<file path="src/rtl/unstrip_lane_sched.sv">
// Merges two skewed 32-bit lanes into one round-robin ordered stream through
// per-lane deskew FIFOs, flagging lane loss or FIFO overflow with skew_err.
module unstrip_lane_sched #(
  parameter int WIDTH     = 32,
  parameter int DEPTH     = 4,
  parameter int MAX_STALL = 8,
  parameter int IDLE_TO   = 4
) (
  input  logic             clk_2f,
  input  logic             reset_L,
  input  logic [WIDTH-1:0] lane_0,
  input  logic             valid_0,
  input  logic [WIDTH-1:0] lane_1,
  input  logic             valid_1,
  output logic [WIDTH-1:0] data_out,
  output logic             valid_out,
  output logic             next_lane,
  output logic             active,
  output logic             skew_err
);

  localparam int AW = $clog2(DEPTH);
  localparam int CW = AW + 1;
  localparam int SW = $clog2(MAX_STALL + 1);
  localparam int IW = $clog2(IDLE_TO + 1);

  localparam logic [CW-1:0] OCC_FULL  = CW'(DEPTH);
  localparam logic [SW-1:0] STALL_LIM = SW'(MAX_STALL);
  localparam logic [IW-1:0] IDLE_LIM  = IW'(IDLE_TO);

  typedef enum logic [1:0] {
    S_IDLE  = 2'd0,
    S_SYNC  = 2'd1,
    S_RUN   = 2'd2,
    S_ERROR = 2'd3
  } state_t;

  state_t state, state_d;

  logic [WIDTH-1:0] fifo_mem [2][DEPTH];
  logic [AW-1:0]    wr_ptr   [2];
  logic [AW-1:0]    rd_ptr   [2];
  logic [CW-1:0]    occ      [2];
  logic [WIDTH-1:0] lane_in  [2];

  logic [SW-1:0] stall_cnt, stall_d, stall_inc;
  logic [IW-1:0] idle_cnt, idle_d, idle_inc;

  logic [1:0] push, pop, accept, empty, full;
  logic       pop_any, ovf, idle_cond, flush;
  logic [WIDTH-1:0] head;

  // Per-lane FIFO status and the round-robin pop decision
  always_comb begin
    lane_in[0] = lane_0;
    lane_in[1] = lane_1;
    push       = {valid_1, valid_0} & {2{state != S_ERROR}};
    for (int i = 0; i < 2; i++) begin
      empty[i] = (occ[i] == '0);
      full[i]  = (occ[i] == OCC_FULL);
    end
    pop[0]    = (state == S_RUN) && !next_lane && !empty[0];
    pop[1]    = (state == S_RUN) &&  next_lane && !empty[1];
    pop_any   = |pop;
    // A full FIFO may only take a word when its head leaves on the same edge.
    accept    = push & (~full | pop);
    ovf       = |(push & full & ~pop);
    idle_cond = &empty && !valid_0 && !valid_1 && !next_lane;
    head      = next_lane ? fifo_mem[1][rd_ptr[1]] : fifo_mem[0][rd_ptr[0]];
    stall_inc = (stall_cnt == STALL_LIM) ? stall_cnt : stall_cnt + SW'(1);
    idle_inc  = (idle_cnt == IDLE_LIM) ? idle_cnt : idle_cnt + IW'(1);
  end

  // Next-state and counter logic; errors take priority over clean idle exit
  always_comb begin
    state_d = state;
    stall_d = stall_cnt;
    idle_d  = '0;
    flush   = 1'b0;
    unique case (state)
      S_IDLE: begin
        stall_d = '0;
        if (valid_0 || valid_1) state_d = S_SYNC;
      end
      S_SYNC: begin
        if (!empty[0] && !empty[1]) begin
          state_d = S_RUN;
          stall_d = '0;
        end else begin
          stall_d = stall_inc;
          if (stall_inc == STALL_LIM) state_d = S_ERROR;
        end
        if (ovf) state_d = S_ERROR;
      end
      S_RUN: begin
        stall_d = pop_any ? '0 : stall_inc;
        idle_d  = idle_cond ? idle_inc : '0;
        if (ovf || (stall_d == STALL_LIM)) begin
          state_d = S_ERROR;
        end else if (idle_cond && (idle_d == IDLE_LIM)) begin
          state_d = S_IDLE;
          stall_d = '0;
          idle_d  = '0;
        end
      end
      S_ERROR: begin
        state_d = S_IDLE;
        stall_d = '0;
        flush   = 1'b1;
      end
      default: state_d = S_IDLE;
    endcase
  end

  // Control state, FIFO pointers and registered output stage
  always_ff @(posedge clk_2f) begin
    if (!reset_L) begin
      state     <= S_IDLE;
      stall_cnt <= '0;
      idle_cnt  <= '0;
      next_lane <= 1'b0;
      valid_out <= 1'b0;
      data_out  <= '0;
      for (int i = 0; i < 2; i++) begin
        wr_ptr[i] <= '0;
        rd_ptr[i] <= '0;
        occ[i]    <= '0;
      end
    end else begin
      state     <= state_d;
      stall_cnt <= stall_d;
      idle_cnt  <= idle_d;
      for (int i = 0; i < 2; i++) begin
        if (flush) begin
          wr_ptr[i] <= '0;
          rd_ptr[i] <= '0;
          occ[i]    <= '0;
        end else begin
          if (accept[i]) wr_ptr[i] <= wr_ptr[i] + AW'(1);
          if (pop[i])    rd_ptr[i] <= rd_ptr[i] + AW'(1);
          occ[i] <= occ[i] + CW'(accept[i]) - CW'(pop[i]);
        end
      end
      if (pop_any) begin
        data_out  <= head;
        valid_out <= 1'b1;
        next_lane <= ~next_lane;
      end else begin
        valid_out <= 1'b0;
      end
      if (flush) next_lane <= 1'b0;
    end
  end

  // FIFO storage carries data only, so it is never reset
  always_ff @(posedge clk_2f) begin
    for (int i = 0; i < 2; i++) begin
      if (accept[i]) fifo_mem[i][wr_ptr[i]] <= lane_in[i];
    end
  end

  assign active   = (state == S_SYNC) || (state == S_RUN);
  assign skew_err = (state == S_ERROR);

endmodule

</file>
<file path="config.mk">
export PLATFORM = sky130hd
export DESIGN_NAME = unstrip_lane_sched
export DESIGN_NICKNAME = d
export VERILOG_FILES = /design/src/rtl/unstrip_lane_sched.sv
export SDC_FILE = /design/constraint.sdc
export NUM_CORES = 1
export LEC_CHECK = 0
export CORE_MARGIN = 2
export CORE_UTILIZATION = 52
export DETAILED_ROUTE_END_ITERATION = 12
export PLACE_DENSITY_LB_ADDON = 0.25
export SYNTH_ARGS = -nofsm -noshare
export SYNTH_HDL_FRONTEND = slang
export SYNTH_SLANG_ARGS = --single-unit
export TNS_END_PERCENT = 5
</file>
<file path="constraint.sdc">
create_clock -name clk_2f -period 2.6 [get_ports clk_2f]
set_input_delay 0.26 -clock clk_2f [delete_from_list [all_inputs] [get_ports clk_2f]]
set_output_delay 0.26 -clock clk_2f [all_outputs]
set_load 0.02 [all_outputs]
</file>
==> results of run 1 <==
==> final cells by class <==
type	count	share of cell area, %
Antenna cell	1	0.0166
Multi-Input combinational cell	288	20.8
Inverter	21	0.522
Clock inverter	22	1.72
Clock buffer	36	5.52
Sequential cell	313	59.4
Timing Repair Buffer	142	9.42
Tap cell	319	2.64
==> synth_stat cells, drive strengths merged (3+ instances only) <==
cell	count
a211oi	36
a21oi	6
and2	11
and3	5
buf	12
clkbuf	20
dfxtp	43
edfxtp	270
ha	21
inv	21
mux2i	33
mux4	64
nand2	10
nand2b	7
nor2	44
nor3	6
o21ai	4
xnor2	5
xor2	3
==> through the flow <==
step / worst slack [ns] / hold slack, ns / std cells / power [mW] / utilization (%)
4_1_cts: 0.0105 / 0.317 / 1138 / 13.9 / 64.6
2_1_floorplan: 0.0299 / 0.359 / 654 / 8.13 / -
3_5_place_dp: -0.00736 / 0.490 / 1080 / 9.28 / 59.9
5_1_grt: -0.0108 / 0.317 / 1141 / 14.4 / 64.8
6_report: 0.123 / 0.337 / 1142 / 13.8 / 64.8
3_3_place_gp: 0.122 / 0.486 / 1080 / 9.16 / 59.9
==> kinds of logic (layout without fill, tap and decap cells) <==
kind of cell | count (synthesis) | in the layout | share of synthesized area (%)
AO/OA/AOI/OAI | 57 | 57 | 3.61
flip-flops | 313 | 313 | 73.2
buffers and inverters | 53 | 221 | 1.70
AND/OR/NAND/NOR | 97 | 97 | 3.96
adder cells (fa/ha/maj) | 23 | 23 | 2.47
multiplexers | 97 | 97 | 14.5
XOR/XNOR | 8 | 8 | 0.572
other | 1 | 7 | 0.0306
==> worst max-delay path, cell delays in order (launching register included) <==
cell and delay [ns]:
dfxtp_2 0.34, inv_2 0.08, ha_4 0.17, nand2b_4 0.09
or2_4 0.24, inv_2 0.05, ha_1 0.22, inv_1 0.06
ha_1 0.15, inv_1 0.06, fa_2 0.35, xor2_1 0.16
xnor2_1 0.18, nor2_1 0.06
==> sequential cells by signal (all words and copies together) (netlist names) <==
register and count:
state 2, next_lane 1, rd_ptr 4, data_out 32, idle_cnt 3, wr_ptr 4, occ 6, valid_out 1
stall_cnt 4, fifo_mem 256
==> worst paths after layout <==
path | start | endpoint | slack (ns) | cells past startpoint
setup / recovery | state[0] | occ[0][2] | 0.12 | 13
hold / removal | lane_1[6] | fifo_mem[0][230] | 0.34 | 1
setup reg to reg | state[0] | occ[0][2] | 0.12 | 13
hold reg to reg | data_out[15] | data_out[15] | 0.50 | 2
==> routing by layer <==
layer | wire length, um | part of all wire (%) | track usage, %
met3 | 1300 | 5.2 | 3.58
met5 | 0 | 0 | 0
met1 | 9990 | 40 | 26.4
met2 | 13100 | 53 | 36.2
met4 | 327 | 1.3 | 4.72
==> power groups by stage <==
stage / logic, mW / registers (mW) / clock network, mW
6_report: 2.84 / 6.36 / 4.65
5_1_grt: 3.08 / 6.41 / 4.92
4_1_cts: 2.85 / 6.36 / 4.72
3_5_place_dp: 2.82 / 6.46 / 0
3_3_place_gp: 2.75 / 6.42 / 0
2_1_floorplan: 1.55 / 6.58 / 0
==> timing repair <==
item	CTS	global route
setup buffers	0	3
resized for setup	2	5
pin swaps	0	1
endpoints found under the setup margin	1	4
==> impl_results.md, run 1 <==
* Final net count at 888
* Most common flop cell mapped by yosys: edfxtp_1
* Leading cell type in the layout, fill and taps excluded: edfxtp_1
* Fill cell count at 1568
* Number of global-route vias before repair at 6749
* Post-Synthesis Mean Instance Area at 18.9 um2
* Final setup fails at 0
* Share of the synthesized area in the top cell type at 66.2%
* Required time worst endpoint at 2.90 ns
* Cell type with the highest aggregate area in the netlist: edfxtp_1
* Overall global routing resource usage at 20.4%
* Least-Margin Pin Slew at 0.586 ns
* Static leakage at 4.96 nW
* Number of register bits inferred by synthesis at 313
* Effective utilization at floorplan at 52.5%
* Number of nets still failing antenna checks after routing at 0
* Signal arrival time at the worst endpoint at 2.77 ns
* Longest Clk Path Bufs at 3
* Cell internal pwr at 10.2 mW
* Cell variety after synth at 44
* Number of max-cap violations at 0
* Fraction of layout cells with a size suffix above 1 at 22.6%
* Ys async rst share at 0%
* H-Tree Depth at 1
* Synthesized area at 12300 um2
* Setup repair after global routing missed its margin: yes
* Worst-Skew Late Latency at 0.56 ns
* Horizontal die dimension at 157 um
* Largest net degree at the start of global routing at 37
* IO buf count at 103
* Cts bufs inserted at 31
* Total power density per cell area at 916 nW/um2
* Clock tree root buffer cell: clkbuf_16
* Boundary pin count at 104
* Clock tree from TritonCTS: built
* RePlAce Congestion at 0.785
* Share of power burned in combinational logic at 20.5%
* Placed standard-cell area at 14000 um2
* Critical Path Fanout Max at 6
* Part of the power in registers at 45.9%
* Kind of end point of the critical path: flip-flop
* Total core area at 23300 um2
* Post-route clock period utilization at 95.3%
* Aggregate global routing overflow at 0
* Count of warnings emitted by yosys at 0
* Switching power as a share of total power at 26.0%
* Final min period at 2.48 ns
* Residual DRC count at 0
* Area added between synthesis and finish at 23.4%
* Startpoint type of the worst setup path: flip-flop
* Iter 0 DRT Violations at 458
* Number of detailed-routing iterations run before antenna repair at 4
* Result of the run: completed
* Seq. cell area at 8970 um2
* Top cells by area in the synthesized netlist: edfxtp_1, mux4_2, dfxtp_1, mux2i_1, a211oi_1
* Clock slew seen by the registers of the worst setup and hold paths at 0.06 ns
* Final hold violation count at 0
* Clk network pwr share at 33.6%
* Detailed placement HPWL at 15500 um
* Area enclosed by the die boundary at 24800 um2
* Per-cell via count in the routed design at 5.53
* Share of the yosys chip area belonging to registers at 73.2%
* Tightest Hold Check Type: in -> reg
* Per-cell routed wire length at 21.7 um
* Multi-input gate area in the final layout at 3140 um2
* Wire length of the first global-routing pass at 37800 um
* Final Skew at 0.00705 ns
* Count of final max-slew check failures at 0
* Final instance area at 15100 um2
* Peak clock frequency supported by timing at 404 MHz
* Number of antenna violations at the first check in global routing at 0
* TNS Setup at 0 ns
* Instance count of the mapped netlist at 649
* Peak supply drop at 0.660 mV
* Slew headroom at 60.9%
* Worst setup path category: reg -> reg
* Die span in y at 157 um
* Count of flip-flops with a built-in enable after synthesis at 270
* Hold_buf cts at 0
* Number of sinks handled by clock tree synthesis at 313
* Num rows at 56
* Leading cell types in the layout, fill and taps excluded: edfxtp_1, clkdlybuf4s50_1, mux4_2
* DR vias at 6314
* Wirelength, routed at 24700 um
* Psw at 3.60 mW
(Power assumes the default switching activity.)
==> run 2: changes to the inputs <==
Settings changed: CORE_UTILIZATION 52 to 40.
==> impl_results.md, run 2 (synthesis results as in run 1) <==
* Result of the run: completed
* Number of max-cap violations at 0 (unchanged)
* Final Skew at 0.0201 ns (+0.0130 ns)
* Signal arrival time at the worst endpoint at 2.76 ns (about the same)
* Count of final max-slew check failures at 0 (unchanged)
* DR vias at 6221 (-1.5%)
* H-Tree Depth at 2 (+1)
* Total core area at 30300 um2 (+30%)
* Fin util at 49.8% (-15 points)
* Worst path max stage delay at 0.36 ns (about the same)
* Area enclosed by the die boundary at 32000 um2 (+29%)
* Least-Margin Pin Slew at 0.735 ns (+0.149 ns)
* Final min period at 2.52 ns (+0.0413 ns)
* Worst hold slack at 0.397 ns (+0.0603 ns)
* Cell internal pwr at 10.1 mW (-0.97%)
* Share of power burned in combinational logic at 20.5% (about the same)
* Wirelength, routed at 25400 um (+2.7%)
* Kind of end point of the critical path: flip-flop
* Psw at 3.54 mW (-1.9%)
* Leading cell types in the layout, fill and taps excluded: edfxtp_1, clkdlybuf4s50_1, mux4_2
* Number of flip-flops in the largest register at 256 (unchanged)
* Post-route clock period utilization at 96.8% (+1.6 points)
* Boundary pin count at 104 (unchanged)
* Die span in y at 179 um (+14%)
* Per-cell routed wire length at 20.9 um (-3.4%)
* Peak clock frequency supported by timing at 397 MHz (-1.6%)
* Library cell contributing the largest single delay on the critical path: fa_2
* Switching power as a share of total power at 25.8% (-0.17 points)
* Per-cell via count in the routed design at 5.12 (-7.3%)
* Number of nets still failing antenna checks after routing at 0 (unchanged)
* Longest Clk Path Bufs at 3 (unchanged)
* Leading cell type in the layout, fill and taps excluded: edfxtp_1
* Clk network pwr share at 33.0% (-0.6 points)
* Largest net degree at the start of global routing at 65 (+76%)
* IO buf count at 103 (unchanged)
* Setup repair after global routing missed its margin: yes
* Clock slew seen by the registers of the worst setup and hold paths at 0.06 ns (about the same)
* Tightest Hold Check Type: in -> reg
* Number of detailed-routing iterations run before antenna repair at 6 (+2)
* Number of global-route vias before repair at 6854 (+1.6%)
* Wire length of the first global-routing pass at 38900 um (+2.9%)
* Cts bufs inserted at 34 (+9.7%)
* Worst setup path category: reg -> reg
* Fraction of layout cells with a size suffix above 1 at 20.2% (-2.4 points)
* Aggregate global routing overflow at 0 (unchanged)
* Critical Path Fanout Max at 6 (unchanged)
* Final hold violation count at 0 (unchanged)
* Placed standard-cell area at 14000 um2 (about the same)
* Static leakage at 4.91 nW (-1.1%)
* Number of sinks handled by clock tree synthesis at 313 (unchanged)
* Iter 0 DRT Violations at 391 (-15%)
* Horizontal die dimension at 179 um (+14%)
* Effective utilization at floorplan at 40.4% (-12 points)
* Clock tree from TritonCTS: built
* RePlAce Congestion at 0.748 (-4.7%)
* Slew headroom at 51.0% (-10 points)
* Cell-by-cell trace of the critical path: inv_4 > ha_4 > nand2b_4 > or2_4 > inv_2 > ha_1 > inv_1 > ha_1 > inv_1 > fa_2 > xor2_1 > xnor2_1 > nor2_1
* Final instance area at 15100 um2 (about the same)
* Final setup fails at 0 (unchanged)
* Hold_buf cts at 0 (unchanged)
* Total power density per cell area at 906 nW/um2 (-1.1%)
* Area added between synthesis and finish at 23.3% (about the same)
* Design Power at 13.7 mW (-1.2%)
* Overall global routing resource usage at 16.5% (-3.9 points)
* Startpoint type of the worst setup path: flip-flop
* Detailed placement HPWL at 15800 um (+2.2%)
* Part of the power in registers at 46.5% (+0.6 points)
* Clock tree root buffer cell: clkbuf_16
* Final net count at 885 (-0.34%)
* Num rows at 64 (+14%)
* Number of antenna violations at the first check in global routing at 1 (+1)
* Required time worst endpoint at 2.84 ns (-0.06 ns)
* Peak supply drop at 0.412 mV (-38%)
* Residual DRC count at 0 (unchanged)
* Worst-Skew Late Latency at 0.50 ns (-0.06 ns)
run 2: changes by cell type in the layout (fill, tap and decap cells not counted), sizes merged:
| cell | delta |
|---|---|
| bufinv | -3 |
| clkinvlp | -6 |
| buf | -6 |
| clkinv | -2 |
| clkbuf | +12 |
run 2: what timing repair did:
item,CTS,global route
endpoints found under the hold margin,0,0
resized for setup,6,3
pin swaps,1,1
setup endpoints to repair,1,3
setup buffers,1,2
run 2: cell type report:
cell class                 instances  area, um2
timing repair buffer             136       1360
antenna                            1       2.50
tap                              396        495
clock buffer                      48        945
clock inverter                    11        100
multi-input combinational        288       3150
fill                            2457      15200
inverter                          21       81.3
sequential                       313       8970
run 2: power by group through the flow:
stage                     Sequential, mW  Combinational, mW  Clock, mW
after floorplan                     6.58               1.55          0
after global placement              6.42               2.74          0
after detailed placement            6.47               2.80          0
after CTS                           6.38               2.84       4.63
after global routing                6.43               3.06       4.81
final                               6.37               2.80       4.52
run 2: routing by layer:
layer	GRT usage (%)	vias up	part of all wire, %
met5	0	-	0
met4	5.28	0	2.1
met3	2.91	38	4.6
met2	29.0	134	52
met1	20.8	3174	41
li1	-	2875	-
run 2: final timing paths:
check / end / depth (start not counted) / slack, ns / from
worst min register to register: data_out[16] / 2 / 0.50 / data_out[16]
worst min-delay path: fifo_mem[0][110] / 1 / 0.40 / lane_0[14]
worst max register to register: occ[0][2] / 13 / 0.08 / state[0]
worst max-delay path: occ[0][2] / 13 / 0.08 / state[0]
run 2: metrics by stage:
stage,setup WS (ns),setup TNS [ns],cells
global placement,0.0627,0,1151
floorplan,0.0299,0,654
finish,0.0822,0,1214
global route,-0.0178,-0.0178,1214
CTS,0.00570,0,1211
detailed placement,-0.143,-0.143,1151
run 2: worst max-delay path, delay by kind of cell, from the launching register on:
family | cells | cell delay, ns
XOR/XNOR | 2 | 0.37
adder cells (fa/ha/maj) | 4 | 0.89
flip-flops | 1 | 0.35
buffers and inverters | 4 | 0.25
AND/OR/NAND/NOR | 3 | 0.40
==> run 3: changes to the inputs <==
Settings changed: CORE_MARGIN 2 to unset.
==> impl_results.md, run 3 (synthesis results as in run 1) <==
* Final instance area at 15100 um2 (about the same)
* Worst Slack Setup Final at 0.0948 ns (+0.0126 ns)
* Final min period at 2.51 ns (-0.0126 ns)
* Area added between synthesis and finish at 23.2% (about the same)
* Required time worst endpoint at 2.89 ns (+0.05 ns)
* RePlAce Congestion at 0.806 (+7.8%)
* Per-cell via count in the routed design at 5.19 (+1.2%)
* Number of detailed-routing iterations run before antenna repair at 5 (-1)
* Final Skew at 0.00972 ns (-0.0104 ns)
* Clock slew seen by the registers of the worst setup and hold paths at 0.06 ns (about the same)
* Number of flip-flops in the largest register at 256 (unchanged)
* Least-Margin Pin Slew at 0.615 ns (-0.121 ns)
* Num rows at 63 (-1.6%)
* Wire length of the first global-routing pass at 39000 um (+0.29%)
* Number of max-cap violations at 0 (unchanged)
* Leading cell type in the layout, fill and taps excluded: edfxtp_1
* Leading cell types in the layout, fill and taps excluded: edfxtp_1, clkdlybuf4s50_1, mux4_2
* Per-cell routed wire length at 21.2 um (+1.1%)
* IO buf count at 103 (unchanged)
* H-Tree Depth at 1 (-1)
* Final hold violation count at 0 (unchanged)
* Die span in y at 177 um (-1.1%)
* Detailed placement HPWL at 16000 um (+0.95%)
* Number of antenna repair diodes at 0 (-1)
* Setup repair after global routing missed its margin: yes
* Number of sinks handled by clock tree synthesis at 313 (unchanged)
* Peak clock frequency supported by timing at 399 MHz (+0.50%)
* Final setup fails at 0 (unchanged)
* Placed standard-cell area at 14100 um2 (+0.48%)
* Boundary pin count at 104 (unchanged)
* Startpoint type of the worst setup path: flip-flop
* Horizontal die dimension at 177 um (-1.1%)
* Iter 0 DRT Violations at 368 (-5.9%)
* Count of final max-slew check failures at 0 (unchanged)
* Overall global routing resource usage at 16.8% (+0.29 points)
* Clock tree root buffer cell: clkbuf_16
* Final net count at 886 (+0.11%)
* Number of nets still failing antenna checks after routing at 0 (unchanged)
* Critical Path Fanout Max at 4 (-2)
* Peak supply drop at 0.557 mV (+35%)
* Aggregate global routing overflow at 0 (unchanged)
* Area enclosed by the die boundary at 31300 um2 (-2.2%)
* Worst setup path category: reg -> reg
* Tightest Hold Check Type: in -> reg
* Effective utilization at floorplan at 41.0% (+0.64 points)
* Number of global-route vias before repair at 6648 (-3.0%)
* Dpl ws at -0.00669 ns (+0.137 ns)
* Total power density per cell area at 885 nW/um2 (-2.3%)
* Residual DRC count at 0 (unchanged)
* Clock tree from TritonCTS: built
* Signal arrival time at the worst endpoint at 2.80 ns (+0.04 ns)
* Worst-Skew Late Latency at 0.55 ns (+0.05 ns)
* Longest Clk Path Bufs at 3 (unchanged)
* TNS Setup at 0 ns (unchanged)
* DR vias at 6278 (+0.92%)
* Result of the run: completed
* Kind of end point of the critical path: flip-flop
* Slew headroom at 58.9% (+7.9 points)
* Design Power at 13.4 mW (-2.3%)
* Wirelength, routed at 25600 um (+0.82%)
* Largest net degree at the start of global routing at 40 (-38%)
* Fraction of layout cells with a size suffix above 1 at 21.0% (+0.78 points)
* Static leakage at 4.90 nW (about the same)
* Cts bufs inserted at 31 (-8.8%)
* Number of antenna violations at the first check in global routing at 0 (-1)
* Post-route clock period utilization at 96.4% (-0.48 points)
* Total core area at 29900 um2 (-1.6%)
[run 3: changes by cell type in the layout (fill, tap and decap cells not counted), moves of 2 or more]
cell | before | now
clkinv_2 | 1 | 6
buf_12 | 6 | 11
clkinv_1 | 7 | 5
clkbuf_16 | 35 | 31
clkbuf_8 | 2 | 4
clkbuf_1 | 11 | 9
[run 3: routing by layer]
metal / GRT usage, % / routed length, um / share of wire, %
met5: 0 / 0 / 0
met4: 3.81 / 376 / 1.5
met3: 2.66 / 1340 / 5.2
met2: 29.7 / 13300 / 52
met1: 21.7 / 10600 / 41
[run 3: where the power goes]
group / switching [mW] / internal (mW)
combinational: 1.50 / 1.32
sequential: 0.249 / 6.13
clock: 1.77 / 2.40
total: 3.51 / 9.86
[run 3: area by class of cell]
cell class,count,area [um2]
fillers,2398,14800
flip-flops and latches,313,8970
multi-input cells,288,3150
repair buffers,140,1450
clock buffers,44,865
well taps,390,488
clock inverters,14,95.1
inverters,21,81.3
[run 3: through the flow]
stage	hold WS, ns	util (%)	instances
5_1_grt	0.332	50.5	1210
3_3_place_gp	0.491	47.1	1145
2_1_floorplan	0.359	-	654
6_report	0.339	50.5	1210
3_5_place_dp	0.491	47.1	1145
4_1_cts	0.318	50.3	1203
[run 3: worst max-delay path: stages (launching register included)]
cell	delay (ns)
edfxtp_1	0.49
o311ai_4	0.34
inv_2	0.07
ha_1	0.29
inv_1	0.06
ha_1	0.15
inv_1	0.06
fa_2	0.35
xor2_1	0.16
xnor2_1	0.20
nor2_1	0.06
[run 3: final timing paths]
path | cells after the start | slack [ns] | startpoint | endpoint
worst min register to register | 2 | 0.50 | data_out[13] | data_out[13]
worst max-delay path | 10 | 0.09 | occ[1][1] | occ[1][2]
worst min-delay path | 1 | 0.34 | lane_1[18] | fifo_mem[0][146]
worst max register to register | 10 | 0.09 | occ[1][1] | occ[1][2]
[run 3: what timing repair did]
action | CTS | global route
buffers inserted | 0 | 7
gates resized for setup | 1 | 7
hold buffers | 0 | 0
pin swaps | 0 | 2
setup endpoints to repair | 2 | 4
